File: src/rtl/sgdma_pkg.sv
// rtl/sgdma_pkg.sv - shared state encoding and DataMover command/status field positions
package sgdma_pkg;

  typedef enum logic [1:0] {
    ST_IDLE  = 2'd0,
    ST_RUN   = 2'd1,
    ST_DRAIN = 2'd2
  } state_e;

  // MM2S command fields; address starts at bit 32, tag sits directly above it.
  localparam int CMD_TYPE_BIT = 23;
  localparam int CMD_EOF_BIT  = 30;
  localparam int CMD_ADDR_LSB = 32;

  localparam logic TYPE_INCR = 1'b1;
  localparam logic CMD_EOF   = 1'b1;

  // MM2S status byte
  localparam int STS_TAG_MSB    = 3;
  localparam int STS_INTERR_BIT = 4;
  localparam int STS_DECERR_BIT = 5;
  localparam int STS_SLVERR_BIT = 6;
  localparam int STS_OKAY_BIT   = 7;

endpackage

File: src/rtl/sgdma_desc_ram.sv
// rtl/sgdma_desc_ram.sv - descriptor table, one write port and one registered read port
//   clk_i                    clock
//   wr_en_i/wr_addr_i/wr_data_i  write port
//   rd_addr_i/rd_data_o      read port, data valid the cycle after the address
module sgdma_desc_ram #(
  parameter int DEPTH = 16,
  parameter int WIDTH = 55
) (
  input  logic                     clk_i,
  input  logic                     wr_en_i,
  input  logic [$clog2(DEPTH)-1:0] wr_addr_i,
  input  logic [WIDTH-1:0]         wr_data_i,
  input  logic [$clog2(DEPTH)-1:0] rd_addr_i,
  output logic [WIDTH-1:0]         rd_data_o
);

  logic [WIDTH-1:0] mem_q [DEPTH];

  always_ff @(posedge clk_i) begin
    if (wr_en_i) begin
      mem_q[wr_addr_i] <= wr_data_i;
    end
    rd_data_o <= mem_q[rd_addr_i];
  end

endmodule

File: src/rtl/sgdma_desc_engine.sv
// rtl/sgdma_desc_engine.sv - descriptor table walker issuing DataMover MM2S commands
//   desc_wr_*        descriptor table write (IDLE only)
//   desc_count       entries per pass, ctrl_start/ctrl_stop/ctrl_loop run control
//   busy/done_irq    run status, err_* sticky error flags, cur_idx/pass_cnt progress
//   axis_cmd_*       DataMover command stream (registered)
//   axis_sts_*       DataMover status stream
module sgdma_desc_engine
  import sgdma_pkg::*;
#(
  parameter int ADDR_WIDTH      = 32,
  parameter int BTT_WIDTH       = 23,
  parameter int DEPTH           = 16,
  parameter int MAX_OUTSTANDING = 4
) (
  input  logic                         axi_lite_reg_aclk,
  input  logic                         axi_lite_reg_aresetn,
  input  logic                         desc_wr_en,
  input  logic [$clog2(DEPTH)-1:0]     desc_wr_idx,
  input  logic [ADDR_WIDTH-1:0]        desc_wr_addr,
  input  logic [BTT_WIDTH-1:0]         desc_wr_len,
  input  logic [$clog2(DEPTH):0]       desc_count,
  input  logic                         ctrl_start,
  input  logic                         ctrl_stop,
  input  logic                         ctrl_loop,
  output logic                         busy,
  output logic                         done_irq,
  output logic [2:0]                   err_sts,
  output logic                         err_tag,
  output logic                         err_cfg,
  output logic [$clog2(DEPTH)-1:0]     cur_idx,
  output logic [31:0]                  pass_cnt,
  output logic                         axis_cmd_tvalid,
  output logic [ADDR_WIDTH+40-1:0]     axis_cmd_tdata,
  input  logic                         axis_cmd_tready,
  input  logic                         axis_sts_tvalid,
  input  logic [7:0]                   axis_sts_tdata,
  input  logic                         axis_sts_tkeep,
  input  logic                         axis_sts_tlast,
  output logic                         axis_sts_tready
);

  localparam int IDX_W = $clog2(DEPTH);
  localparam int CMD_W = ADDR_WIDTH + 40;
  localparam int ENT_W = ADDR_WIDTH + BTT_WIDTH;
  localparam logic [IDX_W:0] DEPTH_V = (IDX_W+1)'(DEPTH);
  localparam logic [3:0]     MAX_OS  = 4'(MAX_OUTSTANDING);

  state_e           state_q;
  logic             loop_q;
  logic [IDX_W:0]   count_q;
  logic [IDX_W-1:0] cur_idx_q;
  logic [IDX_W-1:0] sts_idx_q;      // entry whose status is expected next
  logic [3:0]       issue_tag_q;
  logic [3:0]       exp_tag_q;
  logic [3:0]       outstanding_q;
  logic [3:0]       outstanding_d;
  logic             end_q;          // one-shot run has issued its last entry
  logic             rd_pend_q;      // table read in flight, data valid this cycle
  logic             cmd_valid_q;
  logic [CMD_W-1:0] cmd_data_q;
  logic [2:0]       err_sts_q;
  logic             err_tag_q;
  logic             err_cfg_q;
  logic [31:0]      pass_cnt_q;
  logic             done_q;

  logic [ENT_W-1:0]      rd_data;
  logic [BTT_WIDTH-1:0]  rd_len;
  logic [ADDR_WIDTH-1:0] rd_addr;
  logic [CMD_W-1:0]      new_cmd;
  logic [IDX_W:0]        last_full;
  logic [IDX_W-1:0]      last_idx;
  logic                  cmd_acc;
  logic                  sts_acc;
  logic                  can_read;
  logic                  pass_end;
  logic                  count_bad;
  logic [2:0]            sts_err;
  logic [3:0]            sts_tag;
  logic                  unused_sts;

  sgdma_desc_ram #(
    .DEPTH (DEPTH),
    .WIDTH (ENT_W)
  ) u_ram (
    .clk_i     (axi_lite_reg_aclk),
    .wr_en_i   (desc_wr_en && (state_q == ST_IDLE)),
    .wr_addr_i (desc_wr_idx),
    .wr_data_i ({desc_wr_addr, desc_wr_len}),
    .rd_addr_i (cur_idx_q),
    .rd_data_o (rd_data)
  );

  assign rd_len    = rd_data[BTT_WIDTH-1:0];
  assign rd_addr   = rd_data[ENT_W-1:BTT_WIDTH];
  assign last_full = count_q - 1'b1;
  assign last_idx  = last_full[IDX_W-1:0];
  assign cmd_acc   = cmd_valid_q && axis_cmd_tready;
  assign sts_acc   = axis_sts_tvalid && axis_sts_tready;
  assign pass_end  = sts_acc && (sts_idx_q == last_idx);
  assign count_bad = (desc_count == '0) || (desc_count > DEPTH_V);
  assign sts_err   = {axis_sts_tdata[STS_SLVERR_BIT], axis_sts_tdata[STS_DECERR_BIT],
                      axis_sts_tdata[STS_INTERR_BIT]};
  assign sts_tag   = axis_sts_tdata[STS_TAG_MSB:0];
  assign unused_sts = ^{axis_sts_tkeep, axis_sts_tlast, axis_sts_tdata[STS_OKAY_BIT]};

  // A read starts only with the command register empty and no read in flight,
  // so the outstanding count seen here is exact at the moment of issue.
  assign can_read = (state_q == ST_RUN) && !cmd_valid_q && !rd_pend_q && !end_q &&
                    (outstanding_q < MAX_OS);

  always_comb begin
    new_cmd = '0;
    new_cmd[BTT_WIDTH-1:0]                = rd_len;
    new_cmd[CMD_TYPE_BIT]                 = TYPE_INCR;
    new_cmd[CMD_EOF_BIT]                  = CMD_EOF;
    new_cmd[CMD_ADDR_LSB +: ADDR_WIDTH]   = rd_addr;
    new_cmd[CMD_ADDR_LSB+ADDR_WIDTH +: 4] = issue_tag_q;
  end

  always_comb begin
    outstanding_d = outstanding_q;
    if (cmd_acc && !sts_acc) begin
      outstanding_d = outstanding_q + 4'd1;
    end else if (!cmd_acc && sts_acc) begin
      outstanding_d = outstanding_q - 4'd1;
    end
  end

  always_ff @(posedge axi_lite_reg_aclk or negedge axi_lite_reg_aresetn) begin
    if (!axi_lite_reg_aresetn) begin
      state_q       <= ST_IDLE;
      loop_q        <= 1'b0;
      count_q       <= '0;
      cur_idx_q     <= '0;
      sts_idx_q     <= '0;
      issue_tag_q   <= '0;
      exp_tag_q     <= '0;
      outstanding_q <= '0;
      end_q         <= 1'b0;
      rd_pend_q     <= 1'b0;
      cmd_valid_q   <= 1'b0;
      cmd_data_q    <= '0;
      err_sts_q     <= '0;
      err_tag_q     <= 1'b0;
      err_cfg_q     <= 1'b0;
      pass_cnt_q    <= '0;
      done_q        <= 1'b0;
    end else begin
      done_q    <= 1'b0;
      rd_pend_q <= 1'b0;
      case (state_q)
        ST_IDLE: begin
          if (ctrl_start) begin
            if (count_bad) begin
              err_cfg_q <= 1'b1;
              done_q    <= 1'b1;
            end else begin
              loop_q        <= ctrl_loop;
              count_q       <= desc_count;
              cur_idx_q     <= '0;
              sts_idx_q     <= '0;
              issue_tag_q   <= '0;
              exp_tag_q     <= '0;
              outstanding_q <= '0;
              end_q         <= 1'b0;
              cmd_valid_q   <= 1'b0;
              err_sts_q     <= '0;
              err_tag_q     <= 1'b0;
              err_cfg_q     <= 1'b0;
              pass_cnt_q    <= '0;
              state_q       <= ST_RUN;
            end
          end
        end
        default: begin
          outstanding_q <= outstanding_d;

          if (cmd_acc) begin
            cmd_valid_q <= 1'b0;
            issue_tag_q <= issue_tag_q + 4'd1;
            if (cur_idx_q == last_idx) begin
              cur_idx_q <= '0;
              if (!loop_q) begin
                end_q <= 1'b1;
              end
            end else begin
              cur_idx_q <= cur_idx_q + 1'b1;
            end
          end

          if (can_read) begin
            rd_pend_q <= 1'b1;
          end

          // A read that lands after a stop is simply dropped.
          if ((state_q == ST_RUN) && rd_pend_q && !ctrl_stop) begin
            if (rd_len == '0) begin
              err_cfg_q <= 1'b1;
              state_q   <= ST_DRAIN;
            end else begin
              cmd_data_q  <= new_cmd;
              cmd_valid_q <= 1'b1;
            end
          end

          if (sts_acc) begin
            exp_tag_q <= exp_tag_q + 4'd1;
            if (sts_tag != exp_tag_q) begin
              err_tag_q <= 1'b1;
            end
            err_sts_q <= err_sts_q | sts_err;
            if (pass_end) begin
              sts_idx_q <= '0;
              if (pass_cnt_q != '1) begin
                pass_cnt_q <= pass_cnt_q + 32'd1;
              end
            end else begin
              sts_idx_q <= sts_idx_q + 1'b1;
            end
          end

          if (state_q == ST_RUN) begin
            if (pass_end && !loop_q) begin
              done_q  <= 1'b1;
              state_q <= ST_IDLE;
            end else if ((sts_acc && (sts_err != 3'b000)) || ctrl_stop) begin
              state_q <= ST_DRAIN;
            end
          end else if ((outstanding_q == 4'd0) && !cmd_valid_q) begin
            done_q  <= 1'b1;
            state_q <= ST_IDLE;
          end
        end
      endcase
    end
  end

  assign busy            = (state_q != ST_IDLE);
  assign done_irq        = done_q;
  assign err_sts         = err_sts_q;
  assign err_tag         = err_tag_q;
  assign err_cfg         = err_cfg_q;
  assign cur_idx         = cur_idx_q;
  assign pass_cnt        = pass_cnt_q;
  assign axis_cmd_tvalid = cmd_valid_q;
  assign axis_cmd_tdata  = cmd_data_q;
  assign axis_sts_tready = (state_q != ST_IDLE) && (outstanding_q != 4'd0);

endmodule

File: config.mk
export PLATFORM = sky130hd
export DESIGN_NAME = sgdma_desc_engine
export DESIGN_NICKNAME = d
export VERILOG_FILES = /design/src/rtl/sgdma_pkg.sv /design/src/rtl/sgdma_desc_ram.sv /design/src/rtl/sgdma_desc_engine.sv
export SDC_FILE = /design/constraint.sdc
export NUM_CORES = 1
export LEC_CHECK = 0
export CORE_MARGIN = 1
export CORE_UTILIZATION = 42
export CTS_BUF_LIST = sky130_fd_sc_hd__clkbuf_4
export DETAILED_ROUTE_END_ITERATION = 16
export SYNTH_ARGS = -nofsm -noshare
export SYNTH_HDL_FRONTEND = slang
export SYNTH_SLANG_ARGS = --single-unit
File: constraint.sdc
create_clock -name axi_lite_reg_aclk -period 6.4 [get_ports axi_lite_reg_aclk]
set_input_delay 1.28 -clock axi_lite_reg_aclk [delete_from_list [all_inputs] [get_ports axi_lite_reg_aclk]]
set_output_delay 1.28 -clock axi_lite_reg_aclk [all_outputs]
set_load 0.01 [all_outputs]
**Word-level counts from Yosys, hierarchy flattened**

Memories as Yosys holds them, arrays and structs flattened. A register that Yosys moved wholly into a read port is not among the register bits.
Index checks and enable logic that the tools add are counted.

- Register bits: 129
- Bits in writable memories: 880
- Input bits: 82
- Output and inout port bits: 117
- Logic and storage cells: 152
- Memories: 1

- $add $sub $neg: 8
- Magnitude comparators: 2
- Equal/unequal tests: 8
- Muxes and demuxes: 61
- Bitwise operators: 4
- Reduce and logical (&&, ||, !) cells: 51

Memory list:

| memory | depth | width | read ports | clocked after memory_dff | wr ports | RTL line | source |
|---|---|---|---|---|---|---|---|
| u_ram.mem_q | 16 | 55 | 1 | 1 | 1 | sgdma_desc_ram.sv:17 | `logic [WIDTH-1:0] mem_q [DEPTH];` |

Operators with widths:

| kind | number |
|---|---|
| 32-bit two-way mux | 6 |
| 4-bit two-way mux | 15 |
| 32-bit by 1-bit adder with 32-bit output, second input constant | 1 |
| 32-bit != test, second input constant | 1 |
| 1-bit two-way mux | 27 |
| 23-bit zero test | 1 |
| 4-bit by 1-bit adder with 4-bit output, second input constant | 5 |
| 2-bit two-way mux | 9 |
| 3-bit AND reduction | 6 |
| 2-bit nonzero test | 9 |
| 1-bit logical AND | 16 |
| 3-bit two-way mux | 4 |
| 5-bit AND reduction | 2 |
| 4-bit == test | 2 |
| 4-bit by 1-bit subtractor with 4-bit output, second input constant | 2 |
| 1-bit zero test | 7 |
| 3-bit nonzero test | 2 |
| 5-bit greater-than comparator, second input constant | 1 |
| 5-bit zero test | 1 |
| 4-bit zero test | 1 |
| 4-bit by 3-bit less-than comparator with 1-bit output, second input constant | 1 |
| 2-bit != test, second input constant | 2 |
| 4-bit != test | 1 |
| 4-bit AND reduction | 1 |
| 8 further kinds | 11 |

**Depth between registers and ports, before layout**

Gate-level depths: netlist of the first run.

- Depth after elaboration: 9
- Depth in mapped cells: 9
- Mapped depth without buffers: 8

**Modules after synthesis**

Synthesis of the first run repeated with hierarchy kept, for this count alone.

- Cells, all modules: 1978
- Area total of the unflattened synthesis: 40099.7 sq um

Modules (own cells, without submodules):

| module | times used | cells each | area each (sq um) | sequential area each (sq um) |
|---|---|---|---|---|
| sgdma_desc_ram | 1 | 1419 | 34021.4 | 27526.4 |
| sgdma_desc_engine | 1 | 559 | 6078.3 | 3203.1 |

**Worst setup path after synthesis of the first run**

OpenSTA, ideal clock, no wires.

- Kind: in2reg
- Start point: input desc_wr_en
- End point: memory u_ram.mem_q[0][0], enable pin
- Setup time: 0.536 ns
- Data arrival time: 5.467 ns
- Required time: 5.864 ns
- Setup slack: 0.397 ns
- Stages on the path: 3
- Path buffers: 0
- Cell sequence: nand2_1 or3_1 nor3_1

- Longest elaborated chain between the ends: 3

Ends and longest elaborated chain:

| item | RTL line | source |
|---|---|---|
| start: declaration | sgdma_desc_engine.sv:17 | `input logic desc_wr_en,` |
| 1-bit logical AND | sgdma_desc_engine.sv:87 | `.wr_en_i (desc_wr_en && (state_q == ST_IDLE)),` |
| 1-bit two-way mux | sgdma_desc_ram.sv:20 | `if (wr_en_i) begin` |
| 1-bit two-way mux (not written as such) | sgdma_desc_ram.sv:21 | `mem_q[wr_addr_i] <= wr_data_i;` |
| end: declaration | sgdma_desc_ram.sv:17 |  |

Every way passes these cells.

**Worst setup path after layout of the first run**

- Start point: register cur_idx_q[1], in the netlist cur_idx[1]
- End point: output cur_idx[1]

RTL lines:

| item | RTL line | source |
|---|---|---|
| start: declaration | sgdma_desc_engine.sv:51 | `logic [IDX_W-1:0] cur_idx_q;` |
| start signal: assignment | sgdma_desc_engine.sv:188 | `cur_idx_q <= cur_idx_q + 1'b1;` |
| end: declaration | sgdma_desc_engine.sv:30 | `output logic [$clog2(DEPTH)-1:0] cur_idx,` |

No word-level cell between the ends.

==> results.sh, run 1 <==
export IMPL_status="completed"
export IMPL_grt_pass1_wl_um=135500
export IMPL_ant_nets=0
export IMPL_finalCriticalPeriod_ns=4.184
export IMPL_finalCritPeriodShare=0.6537
export IMPL_track_usage=0.1878
export IMPL_tns_ns=0
export IMPL_grt_max_degree=162
export IMPL_grt_pass1_vias=21890
export IMPL_power_density_nw_per_um2=363.4
export IMPL_critical_path_cell_chain="clkdlybuf4s50_1"
export IMPL_cts_hold_buffers=0
export IMPL_port_buffers=184
export IMPL_power_leakage_nw=15.92
export IMPL_ios=199
export IMPL_final_util=0.4997
export IMPL_wl_um=89580
export IMPL_critPathTopFamily="flip-flops"
export IMPL_cts_root_buf="clkbuf_4"
export IMPL_avgViaCountPerCell=5.383
export IMPL_setup_violations=0
export IMPL_cp_end_kind="primary output"
export IMPL_gp_congestion=0.8310
export IMPL_clock_sinks=1063
export IMPL_cp_max_fo=65
export IMPL_syn_area_per_cell_um2=21.50
export IMPL_required_ns=5.12
export IMPL_die_height_um=312.3
export IMPL_critPathLaunchType="flop"
export IMPL_ys_flop_type="edfxtp_1"
export IMPL_grt_met1_usage=0.2461
export IMPL_rsz0062_at_grt="false"
export IMPL_ff2ff_path_depth=5
export IMPL_synth_edf_count=880
export IMPL_vdd_ir_drop_max_mv=0.2314
export IMPL_hold_viol_final=0
export IMPL_synth_cell_types=60
export IMPL_worst_slew_margin_rel=0.2067
export IMPL_post_dp_hpwl_um=46630
export IMPL_drt_iter0_markers=1651
export IMPL_path_clk_slew_ns=0.07
export IMPL_path_depth=1
export IMPL_hold_path_class="input pin to asynchronous set/reset pin"
export IMPL_vias=20340
export IMPL_ys_seq_elements=1063
export IMPL_grtUsageMet3=0.05607
export IMPL_crit_path_top_delay_cell="dfrtp_4"
export IMPL_finalClockSkew_ns=0.08830
export IMPL_cts_tree="built"
export IMPL_met2_usage=0.3007
export IMPL_antenna_found_initial=12
export IMPL_max_stage_delay_ns=1.12
export IMPL_layout_nets=2395
export IMPL_ys_seq_area_frac=0.7598
export IMPL_htree_num_levels=5
export IMPL_top_usage_layer="met2"
export IMPL_cap_violations=0
export IMPL_path_class="flop to primary output"
export IMPL_syn_inst=1881
export IMPL_dpl_cell_area_um2=43870
export IMPL_maxSlewViolCount=0
export IMPL_initial_core_util=0.4250
export IMPL_die_area_um2=97540
export IMPL_worst_slew_pin_slew_ns=1.190
export IMPL_ys_warn_count=0
export IMPL_worst_path_buf_inv=1
export IMPL_core_um2=95150
export IMPL_grt_ovfl_total=0
export IMPL_stdcell_area_um2=47550
export IMPL_insertion_delay_ns=1.11
export IMPL_die_x_um=312.3
export IMPL_postCtsSetupBuffers=0
export IMPL_drcViolationCount=0
export IMPL_cts_inserted_buffers=296
export IMPL_fmax_mhz=239.0
export IMPL_cts_buffer_depth=4
export IMPL_synth_async_sr_flop_share=0.1204
export IMPL_num_rows=113
export IMPL_wl_per_cell_um=23.70
export IMPL_drt_pass1_iterations=5
export IMPL_cp_arrival_ns=2.90
export IMPL_syn_to_final_growth_pct=17.58
export IMPL_syn_area_um2=40440
export IMPL_cts_resized=0
export IMPL_drive_above_1_share=0.3485
-- power by group --
part           leakage [nW]  switching (W)  internal (W)
clock network          2.22        0.00263       0.00330
registers              10.1       0.000356       0.00799
logic                  3.60        0.00135       0.00165
-- final cells by class --
type / count / area (um2)
fillers: 7767 / 47600
diodes: 3 / 7.507
multi-input cells: 714 / 9325
inverters: 12 / 47.55
flip-flops and latches: 1063 / 30740
clock buffers: 449 / 3371
repair buffers: 217 / 2178
well taps: 1265 / 1583
clock inverters: 56 / 299.0
-- cells in the mapped netlist (all sizes together) (3+ instances only) --
cell type,n,share of area
edfxtp,880,0.65
mux4,275,0.15
dfrtp,128,0.079
buf,62,0.0087
mux2,62,0.017
nand2,60,0.0056
dfxtp,55,0.027
nor2,42,0.0040
clkbuf,40,0.0037
a21oi,29,0.0036
nand3,28,0.0036
nand4,22,0.0039
o21ai,20,0.0025
o31ai,19,0.0035
or4,18,0.0033
nor3,15,0.0020
nor4,15,0.0032
xnor2,13,0.0028
inv,12,0.0011
mux2i,11,0.0027
or2,9,0.0014
xor2,9,0.0019
ha,8,0.0025
nand2b,8,0.0012
and3,6,0.00093
a21o,3,0.00056
nand3b,3,0.00056
o211ai,3,0.00056
or3,3,0.00046
-- stage by stage --
stage                     hold WS (ns)  power [W]  setup slack [ns]  instances
after floorplan                 0.3995    0.01045            0.3970       1891
after global placement          0.4259    0.01149             2.369       3271
after detailed placement        0.4333    0.01155             2.312       3271
after CTS                       0.1824    0.01757             2.026       3776
after global routing            0.2550    0.01817             1.998       3778
final                           0.2758    0.01728             2.216       3779
-- final timing paths --
| path | slack, ns | to | startpoint |
|---|---|---|---|
| worst min-delay path | 0.28 | axis_cmd_tdata[5] | axi_lite_reg_aresetn |
| worst max register to register | 2.97 | axis_cmd_tdata[42] | u_ram.rd_data_o[16] |
| max in group asynchronous | 4.82 | axis_cmd_tdata[42] | axi_lite_reg_aresetn |
| worst min register to register | 0.45 | rd_pend_q | rd_pend_q |
| min in group axi_lite_reg_aclk | 0.45 | rd_pend_q | rd_pend_q |
| worst max-delay path | 2.22 | cur_idx[1] | cur_idx[1] |
-- placed cells by master, fill, tap and decap left out, types with 8 or more instances in the layout --
master / synthesis / layout
dfxtp_1: 55 / 55
mux4_2: 275 / 275
xor2_1: 9 / 9
a21oi_1: 29 / 29
clkdlybuf4s50_1: 0 / 183
or4_1: 18 / 18
clkbuf_4: 0 / 449
mux2i_1: 11 / 11
nor2_1: 41 / 29
clkinv_1: 0 / 41
buf_4: 16 / 26
o31ai_1: 19 / 19
inv_1: 12 / 11
o21ai_0: 16 / 16
dfrtp_1: 128 / 125
nor4_1: 11 / 11
nand2_1: 60 / 60
nand2b_1: 8 / 8
nand4_1: 20 / 20
xnor2_1: 13 / 13
nand3_1: 27 / 27
nor3_1: 14 / 10
nor2_4: 0 / 12
or2_2: 9 / 9
mux2_2: 62 / 62
conb_1: 1 / 11
ha_1: 8 / 8
edfxtp_1: 880 / 880
-- metal layers --
| layer | up-vias | share of wire |
|---|---|---|
| met5 | - | 0.0013 |
| met3 | 139 | 0.070 |
| met4 | 18 | 0.016 |
| li1 | 8805 | - |
| met2 | 688 | 0.49 |
| met1 | 10690 | 0.42 |
-- logic make-up (layout without fill, tap and decap cells) --
| group | after synthesis | count (layout) | share of synthesized area |
|---|---|---|---|
| multiplexers | 348 | 348 | 0.1731 |
| XOR/XNOR | 24 | 24 | 0.005940 |
| AO/OA/AOI/OAI | 84 | 84 | 0.01262 |
| other | 1 | 14 | 0.00009272 |
| buffers and inverters | 114 | 734 | 0.01352 |
| adder cells (fa/ha/maj) | 9 | 9 | 0.002970 |
| flip-flops | 1063 | 1063 | 0.7598 |
| AND/OR/NAND/NOR | 238 | 238 | 0.03190 |
-- registers in the layout, indices dropped and copies added, names as in the netlist, 2 cells and up --
name             cells
u_ram.mem_q        880
axis_cmd_tdata      60
u_ram.rd_data_o     55
pass_cnt            32
count_q              4
cur_idx              4
exp_tag_q            4
issue_tag_q          4
outstanding_q        4
sts_idx_q            4
err_sts              3
state_q              2
(Power assumes the default switching activity.)
==> run 2: changes to the inputs <==
Clock period 6.4 ns to 3.4 ns, I/O delays scaled along.
==> run 2 against run 1 <==
- routed wire length about the same
- die area is the same
- clock skew grew 0.038 ns
- critical path depth grew 2
- worst setup slack got worse by 2.0 ns
- hold slack worse by 0.14 ns
- core utilization is 0.63 points higher
- count of clock-buffer cells in the layout up 5
- combinational power up 95%
- via count up 1.1%
==> results.sh, run 2 (synthesis results as in run 1) <==
export IMPL_wl_um=89560
export IMPL_cp_end_kind="primary output"
export IMPL_ios=199
export IMPL_wl_per_cell_um=23.53
export IMPL_cts_inserted_buffers=293
export IMPL_vias=20570
export IMPL_critPathLaunchType="flop"
export IMPL_cp_max_fo=5
export IMPL_syn_to_final_growth_pct=19.06
export IMPL_ant_nets=0
export IMPL_die_height_um=312.3
export IMPL_grt_pass1_wl_um=135000
export IMPL_stdcell_area_um2=48150
export IMPL_largest_register="u_ram.mem_q"
export IMPL_combPwrFrac=0.180
export IMPL_clock_sinks=1063
export IMPL_die_area_um2=97540
export IMPL_fmax_mhz=311.1
export IMPL_grt_pass1_vias=21850
export IMPL_layout_common_cells="edfxtp_1 (880), clkbuf_4 (454), mux4_2 (275)"
export IMPL_switchingPower_w=0.008160
export IMPL_initial_core_util=0.4250
export IMPL_final_cells=3806
export IMPL_crit_path_top_delay_cell="clkdlybuf4s50_1"
export IMPL_worst_path_buf_inv=1
export IMPL_finalClockSkew_ns=0.1262
export IMPL_cts_buffer_depth=4
export IMPL_placed_cells=3302
export IMPL_port_buffers=184
export IMPL_insertion_delay_ns=1.14
export IMPL_track_usage=0.1873
export IMPL_htree_num_levels=5
export IMPL_path_clk_slew_ns=0.06
export IMPL_power_density_nw_per_um2=676.0
export IMPL_hold_path_class="input pin to asynchronous set/reset pin"
export IMPL_status="completed"
export IMPL_p_sw_frac=0.2507
export IMPL_setup_violations=0
export IMPL_dpl_cell_area_um2=44500
export IMPL_cap_violations=0
export IMPL_final_common_cell="edfxtp_1"
export IMPL_maxSlewViolCount=0
export IMPL_drt_pass1_iterations=5
export IMPL_max_stage_delay_ns=0.50
export IMPL_power_leakage_nw=16.16
export IMPL_worst_slew_pin_slew_ns=0.7313
export IMPL_required_ns=2.72
export IMPL_hold_viol_final=0
export IMPL_layout_nets=2425
export IMPL_cp_arrival_ns=2.53
export IMPL_grt_max_degree=95
export IMPL_die_x_um=312.3
export IMPL_finalCriticalPeriod_ns=3.215
export IMPL_drcViolationCount=0
export IMPL_gp_congestion=0.8333
export IMPL_cts_tree="built"
export IMPL_p_int_w=0.02439
export IMPL_num_rows=113
export IMPL_drive_above_1_share=0.3604
export IMPL_drt_iter0_markers=1834
export IMPL_critical_path_cell_chain="nor4_4 > nor2_1 > clkdlybuf4s50_1"
export IMPL_grt_ovfl_total=0
export IMPL_hold_ws_ns=0.1403
export IMPL_avgViaCountPerCell=5.405
export IMPL_vdd_ir_drop_max_mv=0.3449
export IMPL_critPathTopFamily="simple AND/OR/NAND/NOR gates"
export IMPL_pwr_share_seq=0.482
export IMPL_path_class="flop to primary output"
export IMPL_antenna_found_initial=15
export IMPL_worst_slew_margin_rel=0.5080
export IMPL_finalCritPeriodShare=0.9455
export IMPL_core_um2=95150
export IMPL_rsz0062_at_grt="false"
export IMPL_pwr_share_clk=0.338
export IMPL_power_w=0.03255
export IMPL_largest_reg_flops=880
export IMPL_post_dp_hpwl_um=47730
export IMPL_cts_root_buf="clkbuf_4"
==> run 2: changes by cell type in the layout (fill, tap and decap cells not counted), sizes merged <==
cell,delta
buf,+32
bufinv,-2
clkbuf,+5
clkinv,-16
clkinvlp,+2
diode,+5
dlygate4sd3,+1
==> run 2: worst register-to-register path, stage by stage, from the launching register on <==
cell     delay [ns]
dfrtp_1        0.43
inv_1          0.09
ha_1           0.17
xor3_1         0.42
nor3_2         0.16
nand3_2        0.18
buf_4          0.31
or4_1          0.56
a21oi_1        0.15
==> run 2: final timing paths <==
| check | slack [ns] | endpoint | from | cells past startpoint |
|---|---|---|---|---|
| worst max-delay path | 0.19 | axis_sts_tready | outstanding_q[1] | 3 |
| worst min-delay path | 0.14 | count_q[0] | axi_lite_reg_aresetn | 2 |
| min in group axi_lite_reg_aclk | 0.15 | loop_q | ctrl_loop | 3 |
| max in group asynchronous | 2.44 | axis_cmd_tdata[2] | axi_lite_reg_aresetn | 3 |
| worst min register to register | 0.42 | rd_pend_q | rd_pend_q | 1 |
| worst max register to register | 0.84 | pass_cnt[12] | count_q[0] | 8 |
==> run 2: through the flow <==
stage / setup slack [ns] / utilization / setup TNS (ns)
after global routing: 0.008361 / 0.5060 / 0
after floorplan: -0.8001 / - / -465.40
after detailed placement: 0.4004 / 0.4676 / 0
final: 0.1852 / 0.5060 / 0
after CTS: -0.05262 / 0.5056 / -0.05262
after global placement: 0.4252 / 0.4676 / 0
==> run 2: layer usage <==
layer | vias to the layer above | global-route usage | part of all wire
li1 | 8891 | - | -
met1 | 10760 | 0.2587 | 0.43
met2 | 722 | 0.2863 | 0.48
met3 | 180 | 0.05030 | 0.071
met4 | 22 | 0.06952 | 0.019
met5 | - | 0 | 0.0014
==> run 2: repair_timing <==
item                                    CTS  global route
hold buffers                              1             0
resized for setup                         3             4
endpoints found under the setup margin    2             1
buffers inserted                          0             1
hold endpoints to repair                115             0
==> run 2: power by group through the flow <==
stage / Clock, W / Combinational (W) / Sequential, W
after floorplan: 0 / 0.00388 / 0.0158
after global placement: 0 / 0.00587 / 0.0159
after detailed placement: 0 / 0.00593 / 0.0160
after CTS: 0.0114 / 0.00597 / 0.0157
after global routing: 0.0121 / 0.00635 / 0.0158
final: 0.0110 / 0.00586 / 0.0157
==> run 2: area by class of cell <==
class / count / area (um2)
clock inverter: 40 / 182.7
clock buffer: 454 / 3408
timing repair buffer: 250 / 2795
sequential: 1063 / 30740
fill: 7681 / 47000
multi-input combinational: 714 / 9366
antenna: 8 / 20.02
tap: 1265 / 1583
inverter: 12 / 51.30
==> run 3: changes to the inputs <==
Settings changed: CTS_CLUSTER_SIZE set to 28, SYNTH_HIERARCHICAL set to 1.
==> run 3 against run 2 <==
- count of clock-buffer cells in the layout is 21 lower
- critical path depth stayed put
- final cell count increased by 2.0%
- core utilization increased by 0.26 points
- highest routed layer unchanged
- critical endpoint unchanged
- sequential share of layout area increased by 0.52 points
- total power decreased by 3.6%
- register-to-register slack worse by 0.33 ns
- hold slack gained 0.054 ns
- synthesized cell count is 5.2% higher
==> results.sh, run 3 <==
export IMPL_path_clk_slew_ns=0.07
export IMPL_layout_nets=2525
export IMPL_rrSetupSlack_ns=0.51
export IMPL_hold_path_cell_count=3
export IMPL_final_util=0.5086
export IMPL_grt_pass1_vias=22400
export IMPL_htree_num_levels=5
export IMPL_cts_buffer_depth=4
export IMPL_synth_most_common_cell="edfxtp_1"
export IMPL_cts_inserted_buffers=287
export IMPL_fin_ws_ns=0.1692
export IMPL_rsz0062_at_grt="false"
export IMPL_path_class="flop to primary output"
export IMPL_cts_tree="built"
export IMPL_cap_violations=0
export IMPL_cp_arrival_ns=2.55
export IMPL_drt_pass1_iterations=6
export IMPL_status="completed"
export IMPL_synthTopCellsByArea="edfxtp_1 (66%), mux4_2 (12%), dfrtp_1 (8.0%)"
export IMPL_synth_common_cells="edfxtp_1 (880), mux4_2 (220), dfrtp_1 (128), nand2_1 (117), a22oi_1 (110)"
export IMPL_power_density_nw_per_um2=657.3
export IMPL_power_leakage_nw=16.16
export IMPL_ys_seq_elements=1063
export IMPL_grt_max_degree=76
export IMPL_grt_ovfl_total=0
export IMPL_wl_per_cell_um=23.44
export IMPL_maxSlewViolCount=0
export IMPL_worst_slew_pin_slew_ns=0.7275
export IMPL_hold_end="count_q[2]"
export IMPL_drcViolationCount=0
export IMPL_final_common_cell="edfxtp_1"
export IMPL_cts_root_buf="clkbuf_4"
export IMPL_fmax_mhz=309.5
export IMPL_crit_start="outstanding_q[1]"
export IMPL_drt_iter0_markers=1648
export IMPL_synth_cell_types=60
export IMPL_worst_slew_margin_rel=0.5074
export IMPL_synth_edf_count=880
export IMPL_vias=21070
export IMPL_reg2reg_to="outstanding_q[3]"
export IMPL_syn_area_per_cell_um2=20.27
export IMPL_setup_violations=0
export IMPL_finalCritPeriodShare=0.9502
export IMPL_vdd_ir_drop_max_mv=0.3192
export IMPL_port_buffers=184
export IMPL_critPathLaunchType="flop"
export IMPL_wl_um=91050
export IMPL_die_height_um=311.0
export IMPL_synth_top_cell_area_share=0.6590
export IMPL_ys_warn_count=6
export IMPL_syn_area_um2=40100
export IMPL_ys_flop_type="edfxtp_1"
export IMPL_hold_path_class="input pin to flop"
export IMPL_finalClockSkew_ns=0.09869
export IMPL_syn_to_final_growth_pct=19.08
export IMPL_die_area_um2=96710
export IMPL_grt_pass1_wl_um=137200
export IMPL_largest_register="u_ram/mem_q"
export IMPL_hold_viol_final=0
export IMPL_antenna_found_initial=9
export IMPL_pre_cts_slack_ns=0.3336
export IMPL_finalCriticalPeriod_ns=3.231
export IMPL_yosysTopAreaCell="edfxtp_1"
export IMPL_ff2ff_path_depth=10
export IMPL_avgViaCountPerCell=5.425
export IMPL_ys_seq_area_frac=0.7663
export IMPL_synth_async_sr_flop_share=0.1204
export IMPL_drive_above_1_share=0.3187
export IMPL_ios=199
export IMPL_layout_common_cells="edfxtp_1 (880), clkbuf_4 (433), mux4_2 (220)"
export IMPL_fill_cells=7680
export IMPL_gp_congestion=0.8178
export IMPL_clock_sinks=1063
export IMPL_cp_end_kind="primary output"
export IMPL_r2r_start="outstanding_q[1]"
export IMPL_min_delay_start="desc_count[2]"
export IMPL_largest_reg_flops=880
export IMPL_insertion_delay_ns=1.11
export IMPL_track_usage=0.1909
export IMPL_ant_nets=0
export IMPL_required_ns=2.72
export IMPL_cp_max_fo=5
export IMPL_syn_inst=1978
export IMPL_num_rows=112
export IMPL_post_dp_hpwl_um=50520
export IMPL_postCtsSetupBuffers=0
export IMPL_die_x_um=311.0
export IMPL_initial_core_util=0.4271
export IMPL_core_um2=93890
==> run 3: cell count changes after synthesis, sizes merged, moves of 13 or more <==
cell,delta
a22oi,+110
nand2,+57
mux4,-55
o31ai,-16
clkbuf,+15
buf,-13
==> run 3: timing repair <==
action	in CTS	in global routing
endpoints found under the hold margin	62	0
hold buffers	1	0
gates resized for setup	4	0
setup endpoints to repair	2	0
==> run 3: worst max-delay path, stage by stage (launching register included) <==
cell	delay (ns)
dfrtp_1	0.42
or4_4	0.59
and2_1	0.20
dlygate4sd2_1	0.28
==> run 3: kinds of logic after synthesis <==
| logic type | synth area share |
|---|---|
| adders and majority gates | 0.002996 |
| and+or+nand+nor | 0.03379 |
| DFF | 0.7663 |
| AOI/OAI and AO/OA | 0.03258 |
| other | 0.00009352 |
| muxes | 0.1411 |
| buffers and inverters | 0.01482 |
| xor gates and xnor gates | 0.008300 |
==> run 3: worst max path at each step <==
stage / endpoint / slack (ns) / cells after the start
3_3_place_gp: outstanding_q[3] / 0.36 / 11
2_1_floorplan: u_ram/mem_q[1][0] / -0.75 / 5
6_report: axis_sts_tready / 0.17 / 3
3_5_place_dp: outstanding_q[3] / 0.33 / 11
5_1_grt: axis_sts_tready / 0.02 / 3
4_1_cts: axis_sts_tready / 0.03 / 3
==> run 3: final cells by class <==
class                      count  area [um2]  area share
sequential                  1063       30740      0.6437
multi-input combinational    808        8985      0.1882
clock buffer                 433        3251     0.06807
timing repair buffer         261        2884     0.06040
tap                         1254        1569     0.03286
clock inverter                48       265.3    0.005555
inverter                      13       48.80    0.001022
antenna                        4       10.01   0.0002096
==> run 3: routing by layer <==
metal	vias up	track usage	routed length, um
met5	-	0	70
met3	131	0.04732	5624
met2	729	0.3055	45280
li1	9154	-	-
met1	11050	0.2561	38630
met4	12	0.06449	1448
==> run 3: through the flow <==
step	hold WS, ns	power [W]	instance area [um2]	instances	TNS [ns]
after floorplan	0.3844	0.01900	40200	1988	-154.55
after global placement	0.4333	0.02077	44210	3398	0
after detailed placement	0.4332	0.02087	44210	3398	0
after CTS	0.03040	0.03189	47740	3880	0
after global routing	0.1127	0.03297	47750	3882	0
final	0.1939	0.03138	47750	3884	0
==> run 3: power by group <==
part           total [W]  switching, W  internal (W)
Clock             0.0109       0.00488       0.00599
Combinational    0.00519       0.00247       0.00272
Sequential        0.0153      0.000465        0.0149
